--- config.mk ---
export PLATFORM = sky130hd
export DESIGN_NAME = sc_io_display
export DESIGN_NICKNAME = d
export VERILOG_FILES = /design/src/rtl/sc_io_display.sv
export SDC_FILE = /design/constraint.sdc
export NUM_CORES = 1
export LEC_CHECK = 0
export CORE_MARGIN = 4
export CORE_UTILIZATION = 50
export DETAILED_ROUTE_END_ITERATION = 10
export PLACE_DENSITY = 0.7
export SLEW_MARGIN = 10
export SYNTH_ARGS = -nofsm -noshare
export SYNTH_HDL_FRONTEND = slang
export SYNTH_SLANG_ARGS = --single-unit
--- constraint.sdc ---
create_clock -name clock -period 3.4 [get_ports clock]
set_input_delay 0.51 -clock clock [delete_from_list [all_inputs] [get_ports clock]]
set_output_delay 0.51 -clock clock [all_outputs]
set_load 0.02 [all_outputs]
--- src/rtl/sc_io_display.sv ---
// sc_io_display: converts three 8-bit output ports to two decimal digits each via
// iterative double-dabble and drives six active-low seven-segment displays.
module sc_io_display #(
    parameter bit BLANK_LEADING_ZERO = 1'b0
) (
    input  logic        clock,
    input  logic        reset,
    input  logic [23:0] io_out,
    output logic [6:0]  hex0,
    output logic [6:0]  hex1,
    output logic [6:0]  hex2,
    output logic [6:0]  hex3,
    output logic [6:0]  hex4,
    output logic [6:0]  hex5,
    output logic        busy,
    output logic        update
);
    typedef enum logic [1:0] {IDLE, CAPTURE, CONV, COMMIT} state_t;
    state_t      state;
    logic [23:0] snapshot;
    logic [1:0]  field;
    logic [2:0]  step;
    logic [11:0] bcd, adj, nxt;
    logic [35:0] res;
    logic [41:0] segs;
    logic        start;

    function automatic logic [6:0] seg7(input logic [3:0] d);
        case (d)
            4'd0: seg7 = 7'b1000000;
            4'd1: seg7 = 7'b1111001;
            4'd2: seg7 = 7'b0100100;
            4'd3: seg7 = 7'b0110000;
            4'd4: seg7 = 7'b0011001;
            4'd5: seg7 = 7'b0010010;
            4'd6: seg7 = 7'b0000010;
            4'd7: seg7 = 7'b1111000;
            4'd8: seg7 = 7'b0000000;
            4'd9: seg7 = 7'b0010000;
            default: seg7 = 7'h7F;
        endcase
    endfunction

    // Hundreds digit is only an over-range flag: any nonzero value shows dashes.
    function automatic logic [13:0] pair(input logic [11:0] b);
        pair = (b[11:8] != 4'd0) ? {7'h3F, 7'h3F} :
               {(BLANK_LEADING_ZERO && b[7:4] == 4'd0) ? 7'h7F : seg7(b[7:4]), seg7(b[3:0])};
    endfunction

    assign adj = {(bcd[11:8] >= 4'd5) ? bcd[11:8] + 4'd3 : bcd[11:8],
                  (bcd[7:4]  >= 4'd5) ? bcd[7:4]  + 4'd3 : bcd[7:4],
                  (bcd[3:0]  >= 4'd5) ? bcd[3:0]  + 4'd3 : bcd[3:0]};
    // ~step walks the field MSB first
    assign nxt   = {adj[10:0], snapshot[{field, ~step}]};
    assign segs  = {pair(res[35:24]), pair(res[23:12]), pair(res[11:0])};
    assign start = (state == CAPTURE) || (io_out != snapshot);

    always_ff @(posedge clock) begin
        if (reset) begin
            state    <= CAPTURE;
            snapshot <= '0;
            field    <= '0;
            step     <= '0;
            bcd      <= '0;
            res      <= '0;
            busy     <= 1'b1;
            update   <= 1'b0;
            {hex5, hex4, hex3, hex2, hex1, hex0} <= {6{7'h7F}};
        end else begin
            update <= 1'b0;
            case (state)
                IDLE, CAPTURE: begin
                    busy <= start;
                    if (start) begin
                        snapshot <= io_out;
                        field    <= '0;
                        step     <= '0;
                        bcd      <= '0;
                        state    <= CONV;
                    end
                end
                CONV: begin
                    step <= step + 3'd1;
                    if (step == 3'd7) begin
                        res   <= {nxt, res[35:12]};
                        bcd   <= '0;
                        field <= field + 2'd1;
                        if (field == 2'd2) state <= COMMIT;
                    end else begin
                        bcd <= nxt;
                    end
                end
                COMMIT: begin
                    {hex5, hex4, hex3, hex2, hex1, hex0} <= segs;
                    update <= 1'b1;
                    state  <= IDLE;
                end
            endcase
        end
    end
endmodule

==> results of run 1 <==
==> metal layers <==
layer	GRT usage (%)	vias up	share of wire, %
li1	-	2804	-
met1	26.4	2612	47
met2	31.3	127	46
met3	4.90	28	5.1
met4	7.29	0	1.8
met5	0	-	0
==> cells in the mapped netlist, types with 10 or more instances <==
master    count  area, um^2
clkbuf_1     20        75.1
nand2_1      93         349
xor2_1       11        96.3
buf_2        10        50.1
a21oi_1      54         270
nand3_1      19        95.1
dfxtp_1     165        3300
o22ai_1      40         250
inv_1        35         131
xnor2_1      16         140
o21ai_0      17        85.1
ha_1         39         488
nor2_1       68         255
mux2i_1      63         631
==> worst register-to-register path, cell delays in order (launching register included) <==
cell and delay (ns):
dfxtp_1 0.47, ha_1 0.21, ha_1 0.21, and3b_2 0.46, buf_4 0.25, mux2_2 0.40, and2_4 0.19, inv_1 0.11
ha_1 0.19, inv_1 0.05, o22ai_1 0.17, a31oi_1 0.05
==> through the flow <==
stage / total power [W] / area [um^2] / util [%] / hold WS [ns] / worst slack [ns]
after floorplan: 0.00229 / 7290 / - / 0.413 / 0.801
after global placement: 0.00243 / 8050 / 57.1 / 0.423 / 0.645
after detailed placement: 0.00244 / 8050 / 57.1 / 0.430 / 0.530
after CTS: 0.00420 / 8590 / 60.9 / 0.444 / 0.501
after global routing: 0.00432 / 8590 / 60.9 / 0.463 / 0.188
final: 0.00417 / 8590 / 60.9 / 0.442 / 0.477
==> cell type report <==
| class | count | area, um^2 | share of cell area [%] |
|---|---|---|---|
| inverters | 40 | 153 | 1.78 |
| multi-input cells | 529 | 3570 | 41.6 |
| flip-flops and latches | 165 | 3300 | 38.5 |
| well taps | 180 | 225 | 2.62 |
| clock buffers | 21 | 450 | 5.25 |
| repair buffers | 83 | 803 | 9.35 |
| clock inverters | 10 | 83.8 | 0.976 |
==> final timing paths <==
| kind | end | slack, ns | depth (start not counted) |
|---|---|---|---|
| worst min register to register | hex2[6] | 0.44 | 2 |
| worst max register to register | flip-flop | 0.48 | 11 |
| worst max-delay path | flip-flop | 0.48 | 11 |
| worst min-delay path | hex2[6] | 0.44 | 2 |
==> power breakdown <==
part | switching (W) | total, W | internal, W
clock network | 0.000759 | 0.00177 | 0.00101
registers | 0.0000416 | 0.00203 | 0.00199
logic | 0.000198 | 0.000368 | 0.000170
==> kinds of logic after synthesis <==
group / Yosys count / share of synthesized area, %
AOI/OAI and AO/OA: 158 / 14.2
xor gates and xnor gates: 27 / 3.24
adders and majority gates: 39 / 6.70
and+or+nand+nor: 234 / 14.9
buffers and inverters: 85 / 5.73
DFF: 165 / 45.3
muxes: 71 / 9.89
==> impl_metrics.tcl, run 1 <==
set metrics [dict create \
    run_status "finished clean" \
    cts.sinks 165 \
    die_h_um 129 \
    track_usage_pct 19.8 \
    ctsLongestPathBuffers 2 \
    wire_per_inst_um 15.5 \
    rsz0062_at_grt "false" \
    n_fill_cell 1184 \
    ant_nets 0 \
    cts_tree "built" \
    cap_violations 0 \
    crit_type "reg2reg" \
    arrival_ns 3.20 \
    std_cell_rows 43 \
    drt_pre_antenna_iters 5 \
    drt_iter0_drc 281 \
    min_period_over_period_pct 86.0 \
    grt_pass1_vias 5521 \
    routabilityCongestion 0.831 \
    synthArstFlopShare_pct 0 \
    numPortBuffers 69 \
    cts.clk_slew.worst_paths_ns 0.06 \
    hold_violations 0 \
    finalNetCount 901 \
    vias 5571 \
    cts_inserted_buffers 17 \
    grt_pass1_wl_mm 26.5 \
    initial_core_util_pct 51.7 \
    hpwl_mm 11.3 \
    worstPathMaxFanout 19 \
    path_delay_family "simple AND/OR/NAND/NOR gates" \
    dieArea_um2 16600 \
    final_common_cell "dfxtp_1" \
    antenna_cells 0 \
    drc 0 \
    vias_per_cell 5.42 \
    grt_overflow 0 \
    syn_to_final_growth_pct 17.8 \
    fmax_ghz 0.342 \
    synth-seq-area-share_pct 45.3 \
    syn-cell-area_um2 7290 \
    die_x_um 129 \
    synth_area_per_cell_um2 9.36 \
    hold_class "reg2reg" \
    syn_inst 779 \
    cts_resized 0 \
    finalSetupTns_ns 0 \
    place_inst 997 \
    fin_skew_ns 0.00775 \
    ys.flop_type "dfxtp_1" \
    synth_cell_types 64 \
    htreeDepth 4 \
    root_buffer "clkbuf_16" \
    required_ns 3.68 \
    critPathMaxStageDelay_ns 0.47 \
    power_density_nw_per_um2 486 \
    peakVddDrop_mv 0.385 \
    r2r-start "step[0]" \
    ys_warn_count 0 \
    cpMaxStageDelayCell "dfxtp_1" \
    worst_slew_pin_slew_ns 0.932 \
    power_leakage_nw 3.53 \
    post-cts-setup-buffers 0 \
    crit_chain "ha_1 > ha_1 > and3b_2 > buf_4 > mux2_2 > and2_4 > inv_1 > ha_1 > inv_1 > o22ai_1 > a31oi_1" \
    start_kind "flip-flop" \
    end_kind "flip-flop" \
    ys_seq_elements 165 \
    slew_headroom_pct 37.9 \
    drive_above_1_share_pct 9.79 \
    synth_edf_count 0 \
    clock_latency_ns 0.43 \
    pin_count 70 \
    syn_nets 844 \
    cts_hold_buf 0 \
    slew_violations 0 \
    fin_crit_ns 2.92 \
    wl_mm 16.0 \
    crit_top_cell "ha_1" \
    final_cells 1028 \
    core_area_um2 14100 \
    path_buf_inv 3 \
    finalSetupViolations 0 \
    antenna_found_initial 0 \
    grt_max_degree 53 \
    critPathLaunch "step[0]" \
    final_cell_mix "dfxtp_1, nand2_1, nor2_1, clkdlybuf4s50_1, mux2i_1" \
]
No activity file was read; power rests on OpenSTA's default activity.
==> run 2: changes to the inputs <==
--- a/config.mk
+++ b/config.mk
@@ -7,6 +7,7 @@
 export LEC_CHECK = 0
 export CORE_MARGIN = 4
 export CORE_UTILIZATION = 50
+export CTS_CLUSTER_SIZE = 20
 export DETAILED_ROUTE_END_ITERATION = 10
 export PLACE_DENSITY = 0.7
 export SLEW_MARGIN = 10
==> results of run 2 <==
Same layout as run 1: the final DEF is identical, and so are final timing and power.
